--- config.mk ---
export PLATFORM = sky130hd
export DESIGN_NAME = stream_wb_burst_writer
export DESIGN_NICKNAME = d
export VERILOG_FILES = /design/src/rtl/stream_wb_burst_writer_pkg.sv /design/src/rtl/sync_fifo_fwft.sv /design/src/rtl/stream_wb_burst_writer.sv
export SDC_FILE = /design/constraint.sdc
export NUM_CORES = 1
export LEC_CHECK = 0
export ABC_CLOCK_PERIOD_IN_PS = 4800
export BUFFER_PORTS_ARGS = -buffer_cell sky130_fd_sc_hd__buf_4
export CORE_MARGIN = 3
export CORE_UTILIZATION = 60
export DETAILED_ROUTE_END_ITERATION = 10
export HOLD_SLACK_MARGIN = 0.06
export PLACE_DENSITY_LB_ADDON = 0.2
export REMOVE_ABC_BUFFERS = 1
export SLEW_MARGIN = 15
export SYNTH_ARGS = -nofsm -noshare
export SYNTH_HDL_FRONTEND = slang
export SYNTH_SLANG_ARGS = --single-unit
--- constraint.sdc ---
create_clock -name wb_clk_i -period 4.8 [get_ports wb_clk_i]
set_clock_uncertainty 0.1 [all_clocks]
set_input_delay 0.96 -clock wb_clk_i [delete_from_list [all_inputs] [get_ports wb_clk_i]]
set_output_delay 0.96 -clock wb_clk_i [all_outputs]
set_load 0.05 [all_outputs]
--- src/rtl/stream_wb_burst_writer_pkg.sv ---
// Shared definitions for the stream-to-Wishbone burst writer.
//   CTI_*   : Wishbone cycle-type encodings driven on wbm_cti_o
//   state_t : burst engine states
package stream_wb_burst_writer_pkg;

  localparam logic [2:0] CTI_CLASSIC = 3'b000;
  localparam logic [2:0] CTI_INCR    = 3'b010;
  localparam logic [2:0] CTI_END     = 3'b111;

  typedef enum logic {
    IDLE,
    BURST
  } state_t;

endpackage

--- src/rtl/sync_fifo_fwft.sv ---
// Synchronous first-word-fall-through FIFO.
//   i_clk, i_rst_n : clock, synchronous active-low reset
//   i_push, i_data : write request and word (ignored while full)
//   i_pop          : consume head word (ignored while empty)
//   o_data         : head word, valid whenever o_empty is low
//   o_level        : occupancy 0..DEPTH
//   o_full         : registered full flag
//   o_empty        : level is zero
module sync_fifo_fwft #(
  parameter int unsigned WIDTH = 33,
  parameter int unsigned DEPTH = 32
) (
  input  logic                     i_clk,
  input  logic                     i_rst_n,
  input  logic                     i_push,
  input  logic [WIDTH-1:0]         i_data,
  input  logic                     i_pop,
  output logic [WIDTH-1:0]         o_data,
  output logic [$clog2(DEPTH):0]   o_level,
  output logic                     o_full,
  output logic                     o_empty
);

  localparam int unsigned AW = $clog2(DEPTH);

  logic [WIDTH-1:0] r_mem [DEPTH];
  logic [AW-1:0]    r_wr_ptr;
  logic [AW-1:0]    r_rd_ptr;
  logic [AW:0]      r_level;
  logic [AW:0]      w_level_next;
  logic             r_full;
  logic             w_push;
  logic             w_pop;

  assign w_push = i_push && !r_full;
  assign w_pop  = i_pop && (r_level != '0);

  always_comb begin
    w_level_next = r_level;
    case ({w_push, w_pop})
      2'b10:   w_level_next = r_level + (AW+1)'(1);
      2'b01:   w_level_next = r_level - (AW+1)'(1);
      default: w_level_next = r_level;
    endcase
  end

  always_ff @(posedge i_clk) begin
    if (!i_rst_n) begin
      r_wr_ptr <= '0;
      r_rd_ptr <= '0;
      r_level  <= '0;
      r_full   <= 1'b0;
    end else begin
      if (w_push) r_wr_ptr <= r_wr_ptr + AW'(1);
      if (w_pop)  r_rd_ptr <= r_rd_ptr + AW'(1);
      r_level <= w_level_next;
      r_full  <= (w_level_next == (AW+1)'(DEPTH));
    end
  end

  always_ff @(posedge i_clk) begin
    if (w_push) r_mem[r_wr_ptr] <= i_data;
  end

  assign o_data  = r_mem[r_rd_ptr];
  assign o_level = r_level;
  assign o_full  = r_full;
  assign o_empty = (r_level == '0);

endmodule

--- src/rtl/stream_wb_burst_writer.sv ---
// Buffers a 32-bit word stream and writes it into a frame buffer as
// Wishbone incrementing bursts; the write pointer returns to BASE_ADDR
// after each last-flagged word or after FRAME_WORDS words.
//   wb_clk_i, wb_rst_n_i : clock, synchronous active-low reset
//   s_*                  : input stream (valid/ready, last marks end of frame)
//   wbm_*                : Wishbone master write port
//   clr_status_i         : clears the sticky overflow flag
//   frame_done_o         : one-cycle pulse after a last-flagged word is acked
//   overflow_o           : sticky, a word was presented while not ready
//   fifo_level_o         : FIFO occupancy
module stream_wb_burst_writer
  import stream_wb_burst_writer_pkg::*;
#(
  parameter logic [31:0] BASE_ADDR   = 32'h0000_0000,
  parameter int unsigned FRAME_WORDS = 81920,
  parameter int unsigned BURST_LEN   = 8,
  parameter int unsigned FIFO_DEPTH  = 32
) (
  input  logic                          wb_clk_i,
  input  logic                          wb_rst_n_i,
  input  logic [31:0]                   s_data_i,
  input  logic                          s_last_i,
  input  logic                          s_valid_i,
  output logic                          s_ready_o,
  output logic [31:0]                   wbm_adr_o,
  output logic [31:0]                   wbm_dat_o,
  output logic [3:0]                    wbm_sel_o,
  output logic [2:0]                    wbm_cti_o,
  output logic                          wbm_we_o,
  output logic                          wbm_cyc_o,
  output logic                          wbm_stb_o,
  input  logic                          wbm_ack_i,
  input  logic                          clr_status_i,
  output logic                          frame_done_o,
  output logic                          overflow_o,
  output logic [$clog2(FIFO_DEPTH):0]   fifo_level_o
);

  localparam int unsigned LW = $clog2(FIFO_DEPTH) + 1;
  localparam int unsigned IW = $clog2(FRAME_WORDS) + 1;
  localparam int unsigned BW = $clog2(BURST_LEN) + 1;

  state_t          r_state;
  state_t          w_state_next;
  logic            r_cyc;
  logic            r_ready_en;
  logic            r_frame_done;
  logic            r_overflow;
  logic [BW-1:0]   r_beat;
  logic [31:0]     r_wr_ptr;
  logic [IW-1:0]   r_word_idx;
  logic [LW-1:0]   r_last_pending;

  logic [32:0]     w_head;
  logic [LW-1:0]   w_level;
  logic            w_full;
  logic            w_empty;
  logic            w_push;
  logic            w_pop;
  logic            w_head_last;
  logic            w_trigger;
  logic            w_end_beat;
  logic            w_underrun;

  sync_fifo_fwft #(
    .WIDTH(33),
    .DEPTH(FIFO_DEPTH)
  ) u_fifo (
    .i_clk   (wb_clk_i),
    .i_rst_n (wb_rst_n_i),
    .i_push  (w_push),
    .i_data  ({s_last_i, s_data_i}),
    .i_pop   (w_pop),
    .o_data  (w_head),
    .o_level (w_level),
    .o_full  (w_full),
    .o_empty (w_empty)
  );

  // Ready is held low through the first cycle after reset and otherwise
  // follows the registered full flag, so a pop never frees a slot for a
  // push in the same cycle.
  assign s_ready_o   = r_ready_en && !w_full;
  assign w_push      = s_valid_i && s_ready_o;
  assign w_pop       = r_cyc && wbm_ack_i;
  assign w_head_last = w_head[32];
  assign w_trigger   = (w_level >= LW'(BURST_LEN)) || (r_last_pending != '0);
  assign w_end_beat  = (wbm_cti_o != CTI_INCR);
  assign w_underrun  = (w_level == LW'(1)) && !w_push;

  always_comb begin
    w_state_next = r_state;
    case (r_state)
      IDLE:    if (w_trigger) w_state_next = BURST;
      BURST:   if (w_pop && (w_end_beat || w_underrun)) w_state_next = IDLE;
      default: w_state_next = IDLE;
    endcase
  end

  always_ff @(posedge wb_clk_i) begin
    if (!wb_rst_n_i) begin
      r_state        <= IDLE;
      r_cyc          <= 1'b0;
      r_ready_en     <= 1'b0;
      r_frame_done   <= 1'b0;
      r_overflow     <= 1'b0;
      r_beat         <= '0;
      r_wr_ptr       <= BASE_ADDR;
      r_word_idx     <= '0;
      r_last_pending <= '0;
    end else begin
      r_state    <= w_state_next;
      r_ready_en <= 1'b1;
      // cyc rises one edge after entering BURST and falls on the edge that
      // leaves it, which guarantees an idle cycle between bursts.
      r_cyc        <= (r_state == BURST) && (w_state_next == BURST);
      r_frame_done <= w_pop && w_head_last;

      if (s_valid_i && !s_ready_o) r_overflow <= 1'b1;
      else if (clr_status_i)       r_overflow <= 1'b0;

      case ({w_push && s_last_i, w_pop && w_head_last})
        2'b10:   r_last_pending <= r_last_pending + LW'(1);
        2'b01:   r_last_pending <= r_last_pending - LW'(1);
        default: r_last_pending <= r_last_pending;
      endcase

      if (r_state == IDLE) r_beat <= '0;
      else if (w_pop)      r_beat <= r_beat + BW'(1);

      if (w_pop) begin
        if (w_head_last || (r_word_idx == IW'(FRAME_WORDS - 1))) begin
          r_word_idx <= '0;
          r_wr_ptr   <= BASE_ADDR;
        end else begin
          r_word_idx <= r_word_idx + IW'(1);
          r_wr_ptr   <= r_wr_ptr + 32'd4;
        end
      end
    end
  end

  always_comb begin
    wbm_cyc_o = r_cyc;
    wbm_stb_o = r_cyc;
    wbm_we_o  = r_cyc;
    wbm_sel_o = 4'hF;
    wbm_adr_o = r_wr_ptr;
    wbm_dat_o = w_head[31:0];
    wbm_cti_o = CTI_CLASSIC;
    if (r_cyc && !w_empty) begin
      if (w_head_last && (r_beat == '0))
        wbm_cti_o = CTI_CLASSIC;
      else if (w_head_last || (r_beat == BW'(BURST_LEN - 1)))
        wbm_cti_o = CTI_END;
      else
        wbm_cti_o = CTI_INCR;
    end
  end

  assign frame_done_o = r_frame_done;
  assign overflow_o   = r_overflow;
  assign fifo_level_o = w_level;

endmodule
==> Word-level counts from Yosys, hierarchy flattened <==
Memories as Yosys holds them, arrays and structs flattened. A register that Yosys moved wholly into a read port is not among the register bits.
Index checks and enable logic that the tools add are counted.
{ "op_classes": {"order_cmp": 1, "reduce_logical": 28, "eq_ne": 9, "bitwise": 1, "add_sub_neg": 9, "n_mux": 17} }
{ "op_table": {"columns": ["cell", "count"], "rows": [
  ["32-bit by 3-bit adder with 32-bit output, second input constant", 1],
  ["32-bit two-way mux", 1],
  ["6-bit case mux with 2 select lines", 2],
  ["18-bit by 1-bit adder with 18-bit output, second input constant", 1],
  ["18-bit by 17-bit == test with 1-bit output, second input constant", 1],
  ["18-bit two-way mux", 1],
  ["1-bit logical AND", 13],
  ["6-bit by 1-bit adder with 6-bit output, second input constant", 2],
  ["6-bit nonzero test", 2],
  ["6-bit by 1-bit subtractor with 6-bit output, second input constant", 2],
  ["5-bit by 1-bit adder with 5-bit output, second input constant", 2],
  ["5-bit two-way mux", 2],
  ["3-bit two-way mux", 3],
  ["1-bit two-way mux", 7],
  ["6-bit by 1-bit == test with 1-bit output, second input constant", 1],
  ["6-bit == test, second input constant", 1],
  ["6-bit by 4-bit >= comparator with 1-bit output, second input constant", 1],
  ["6-bit logical NOT", 1],
  ["4-bit by 1-bit adder with 4-bit output, second input constant", 1],
  ["2-bit by 1-bit == test with 1-bit output, second input constant", 2],
  ["2-bit == test, second input constant", 2],
  ["4-bit by 3-bit == test with 1-bit output, second input constant", 1],
  ["1-bit logical NOT", 4],
  ["4-bit logical NOT", 1],
  ["6 further kinds", 10]
]} }
{ "word_totals": {"register_bits": 82, "memories": 1, "out_inout_bits": 83, "input_bits": 38, "ram_bits": 1056, "word_cells": 79} }
{ "mem_list": {"columns": ["memory", "depth", "word_bits", "read_ports", "rd_ports_with_merged_regs", "wr", "line", "source"], "rows": [
  ["u_fifo.r_mem", 32, 33, 1, 1, 1, "sync_fifo_fwft.sv:26", "logic [WIDTH-1:0] r_mem [DEPTH];"]
]} }

==> Depth between registers and ports, before layout <==
{ "logic_depth": {"depth_word": 11, "mapped_depth": 17, "mapped_depth_nobuf": 14} }

==> Hierarchy <==
From an unflattened synthesis, not the netlist that was laid out.
{ "unflattened": {"cells_unflattened": 2031, "hier_area_um2": 44396.3} }
{ "by_module_without_submodules": {"columns": ["mod", "area_each_um2", "cells_per_inst", "n_inst", "seq_area_each_um2"], "rows": [
  ["sync_fifo_fwft", 41218.3, 1667, 1, 32150.8],
  ["stream_wb_burst_writer", 3178.0, 364, 1, 1261.2]
]} }

==> Worst setup path after synthesis <==
OpenSTA, ideal clock, no wires.
{ "synth_path": {"kind": "register to output", "startpoint": "register u_fifo.r_level[0], in the netlist u_fifo.o_level[0]", "endpoint": "output wbm_cti_o[2]", "path_stages_with_launch": 7, "arrival_ns": 2.710, "t_required_ns": 3.740, "slack_ns": 1.030, "path_buffers": 1, "path_cell_list": "dfxtp_1 -> inv_1 -> ha_1 -> a21boi_0 -> nand2_1 -> o22ai_1 -> buf_4"} }
{ "synth_via": {"elab_chain_len": 4} }
{ "synth_lines": {"columns": ["item", "line", "source"], "rows": [
  ["start, declared", "sync_fifo_fwft.sv:29", "logic [AW:0] r_level;"],
  ["start signal, assigned", "sync_fifo_fwft.sv:56", "r_level <= w_level_next;"],
  ["6-bit logical NOT", "sync_fifo_fwft.sv:68", "assign o_empty = (r_level == '0);"],
  ["1-bit logical NOT", "stream_wb_burst_writer.sv:151", "if (r_cyc && !w_empty) begin"],
  ["1-bit logical AND", "stream_wb_burst_writer.sv:151", null],
  ["3-bit two-way mux", "stream_wb_burst_writer.sv:151", null],
  ["end, declared", "stream_wb_burst_writer.sv:28", "output logic [2:0] wbm_cti_o,"]
]} }
Every way passes these cells.

==> metrics <==
Gate Count Post-Synth slightly above 2000; Crit. End Element output port; outcome finished clean; fin worst setup slack about 0.37 ns; Max VDD drop 0.267 mV; ranking of synthesized cells by area edfxtp_1 71%, mux4_2 16%, dfxtp_1 3.8%, mux2_2 0.86%, xor2_1 0.67%; antenna violations before repair 3; vias in the first global route roughly 22000; vias 22000; Slew Limit Fails 0; Detail Route Antenna Nets 0; fraction of power consumed by the clock network a little over two fifths; setup repair bufs after CTS 0; Pre-Repair DR Iteration Count 5; routed len/inst 30.9 microns; Flop pwr share 55.8%; CP cell instances buf_12 -> mux4_2 -> mux4_2 -> mux2_2 -> buf_4; Initial Utilization 60.7%; worst slew pin tran approximately 1.0 ns; NetSw between 3000 and 4000 uW; hold path start r_state; Synth Area per Inst ~21 sq um; Num CTS Buffers approximately 110; CTS sink count about 1100; Port Buf Inserts 114; f_max between 200 and 250 MHz; critical path class reg -> out; total area of sequential cells between 0.03 and 0.04 sq mm; root buf cell clkbuf_16; #FFs+latches synth 1141; minimum clock period 4.43 ns; Synth Flop Type edfxtp_1; slowest stage delay, CP between 0.6 and 0.7 ns; Gate power share under 10%; Cell Area, Synth around 0.044 sq mm; hold_buf cts 0; Fillers 4333; Rel. slew slack a little under a third; M3 GR Usage 5.03%; Post-Place Setup Slack 1.03 ns; placed wire-length estimate roughly 54000 microns; core footprint roughly 0.073 sq mm; maxcap violations 0; GRT Max-Usage Layer met2; area taken by multi-input logic gates about 0.011 sq mm; Clock Path Buffers 3; CTS resizes 0; row cnt 99; Fin. Hold Viols 0; Int Pwr about 16000 uW; pwr dens 386 mW/mm^2; first-pass GRT wire length between 100000 and 150000 microns; largest net degree at the start of global routing 69; full die area slightly below 0.08 sq mm; CTS tree yes; Post-synth EDFFs approximately 1100; RD Place Congestion 0.805; hold slack final ~0.36 ns; Synth top area share between 70% and 80%; placed cell count between 3000 and 4000; Finished Layout Cells approximately 3300; RSZ-0062 raised after global routing false; worst-path maximum fanout between 60 and 70; Netlist cell types between 50 and 60; Ports 121; Total GRT Usage 27.0%; total gr overflow 0; Startpoint Class flop; CP required 3.74 ns; Bufs and invs on worst path 2; Lkg Pwr approximately 0.016 uW; Layout area overhead 14.0%; DR iter-0 viols roughly 2600; YS warnings 0; period utilization a little over 90%; chip width 278 microns; H-tree levels 3; clock latency on the worst-skew pair between 0.6 and 0.7 ns; crit path max-delay cell type mux4_2; met2 Resource Use GR a little over two fifths; Setup violations, final 0; vias per inst between 6 and 7; Sw Share 19.8%; Remaining DRCs 0; post-synthesis sequential area ratio 75.3%; crit path DAT 3.37 ns; share of flip-flops with an asynchronous set or reset 0%; die height 278 microns; most frequent CP cell mux4_2; critical path's top delay family multiplexers; Layout Utilization approximately 69%; nets@finish about 2300; routed wire length roughly 100000 microns; Tightest Hold Check Type reg -> reg; M1 GR Usage around two fifths; share of cells above drive strength 1 31.8%; Clk pin slew, worst setup/hold paths 0.06 ns; Yosys top cell by area edfxtp_1
[power groups by stage]
stage	registers (uW)	clock network [uW]	logic (uW)
6_report	10900	8230	408
5_1_grt	10900	8730	442
4_1_cts	10900	8340	411
3_5_place_dp	11100	0	409
3_3_place_gp	11100	0	392
2_1_floorplan	11100	0	187
[stage by stage]
step           cell area, sq um  setup TNS [ns]  power [uW]
6_report                  50600               0       19500
2_1_floorplan             43800         -774.08       11300
5_1_grt                   50600               0       20100
3_3_place_gp              47100               0       11500
4_1_cts                   50600               0       19600
3_5_place_dp              47100               0       11500
[routing by layer]
layer  wire, microns  vias to the layer above
met5              13                        -
met4            2680                        2
met3            9400                      177
met2           50500                     1209
met1           39800                    11600
li1                -                     8995
[sequential cells by signal (all words and copies together), names as in the netlist, 4 cells and up, named ones only]
| register | flops |
|---|---|
| r_beat | 4 |
| r_last_pending | 6 |
| r_word_idx | 18 |
| u_fifo.o_level | 6 |
| u_fifo.r_mem | 1056 |
| u_fifo.r_rd_ptr | 5 |
| u_fifo.r_wr_ptr | 5 |
| wbm_adr_o | 30 |
[synthesized netlist by cell type (all sizes together), types with 2 or more instances]
cell	instances
nor2b	9
xor2	34
or3	3
nand2	56
mux4	320
nor4	6
and3	4
nand3b	4
or2	2
a211oi	5
a31oi	4
mux2	34
dfxtp	85
o31ai	4
buf	62
nor4b	2
and2	8
ha	20
nand4	23
o21a	2
nand2b	7
conb	2
o211ai	3
clkbuf	49
a21o	4
edfxtp	1056
or4	2
xnor2	16
and4	4
nand3	36
inv	17
a22oi	4
o21ai	10
nor2	72
a21oi	18
nor3	40
nor3b	3
mux2i	19
or3b	2
[area by class of cell]
| class | instances | share of cell area [%] |
|---|---|---|
| tap | 959 | 2.37 |
| clock inverter | 65 | 1.01 |
| clock buffer | 135 | 5.77 |
| antenna | 2 | 0.00990 |
| multi-input combinational | 799 | 20.9 |
| inverter | 18 | 0.134 |
| timing repair buffer | 191 | 3.68 |
| sequential | 1141 | 66.1 |
[worst paths after layout]
path	endpoint	slack [ns]	cells after the start
setup / recovery	wbm_dat_o[13]	0.37	5
hold / removal	r_state	0.36	1
setup reg to reg	r_last_pending[5]	1.11	14
hold reg to reg	r_state	0.36	1
[cells in the final DEF, fill, tap and decap left out, types with 5 or more instances in the layout]
cell           n
buf_4        157
xor2_1        34
nor2_1        40
inv_1         16
buf_12        34
nand2b_1       7
dfxtp_1       80
nor2_4        32
a211oi_1       5
nor3_1        40
and2_1         8
o21ai_0       10
clkbuf_1      20
nand4_1       23
nand2_1       56
clkbuf_16    112
mux2i_1       19
ha_1          20
xnor2_1       16
clkinvlp_4     9
a21oi_1       17
nand3_1       36
nor2b_1        9
conb_1         6
nor4_1         5
bufinv_16      7
clkinv_1      23
mux2_2        34
edfxtp_1    1056
mux4_2       320
clkinv_2      21
[kinds of logic after synthesis]
logic type | count (synthesis) | share of synthesized area (%)
buffers and inverters | 129 | 1.40
adders and majority gates | 21 | 0.609
DFF | 1141 | 75.3
other | 2 | 0.0169
xor gates and xnor gates | 50 | 0.987
muxes | 373 | 17.5
AOI/OAI and AO/OA | 64 | 0.934
and+or+nand+nor | 285 | 3.20
Note: power is estimated with default switching activity, not from simulation.
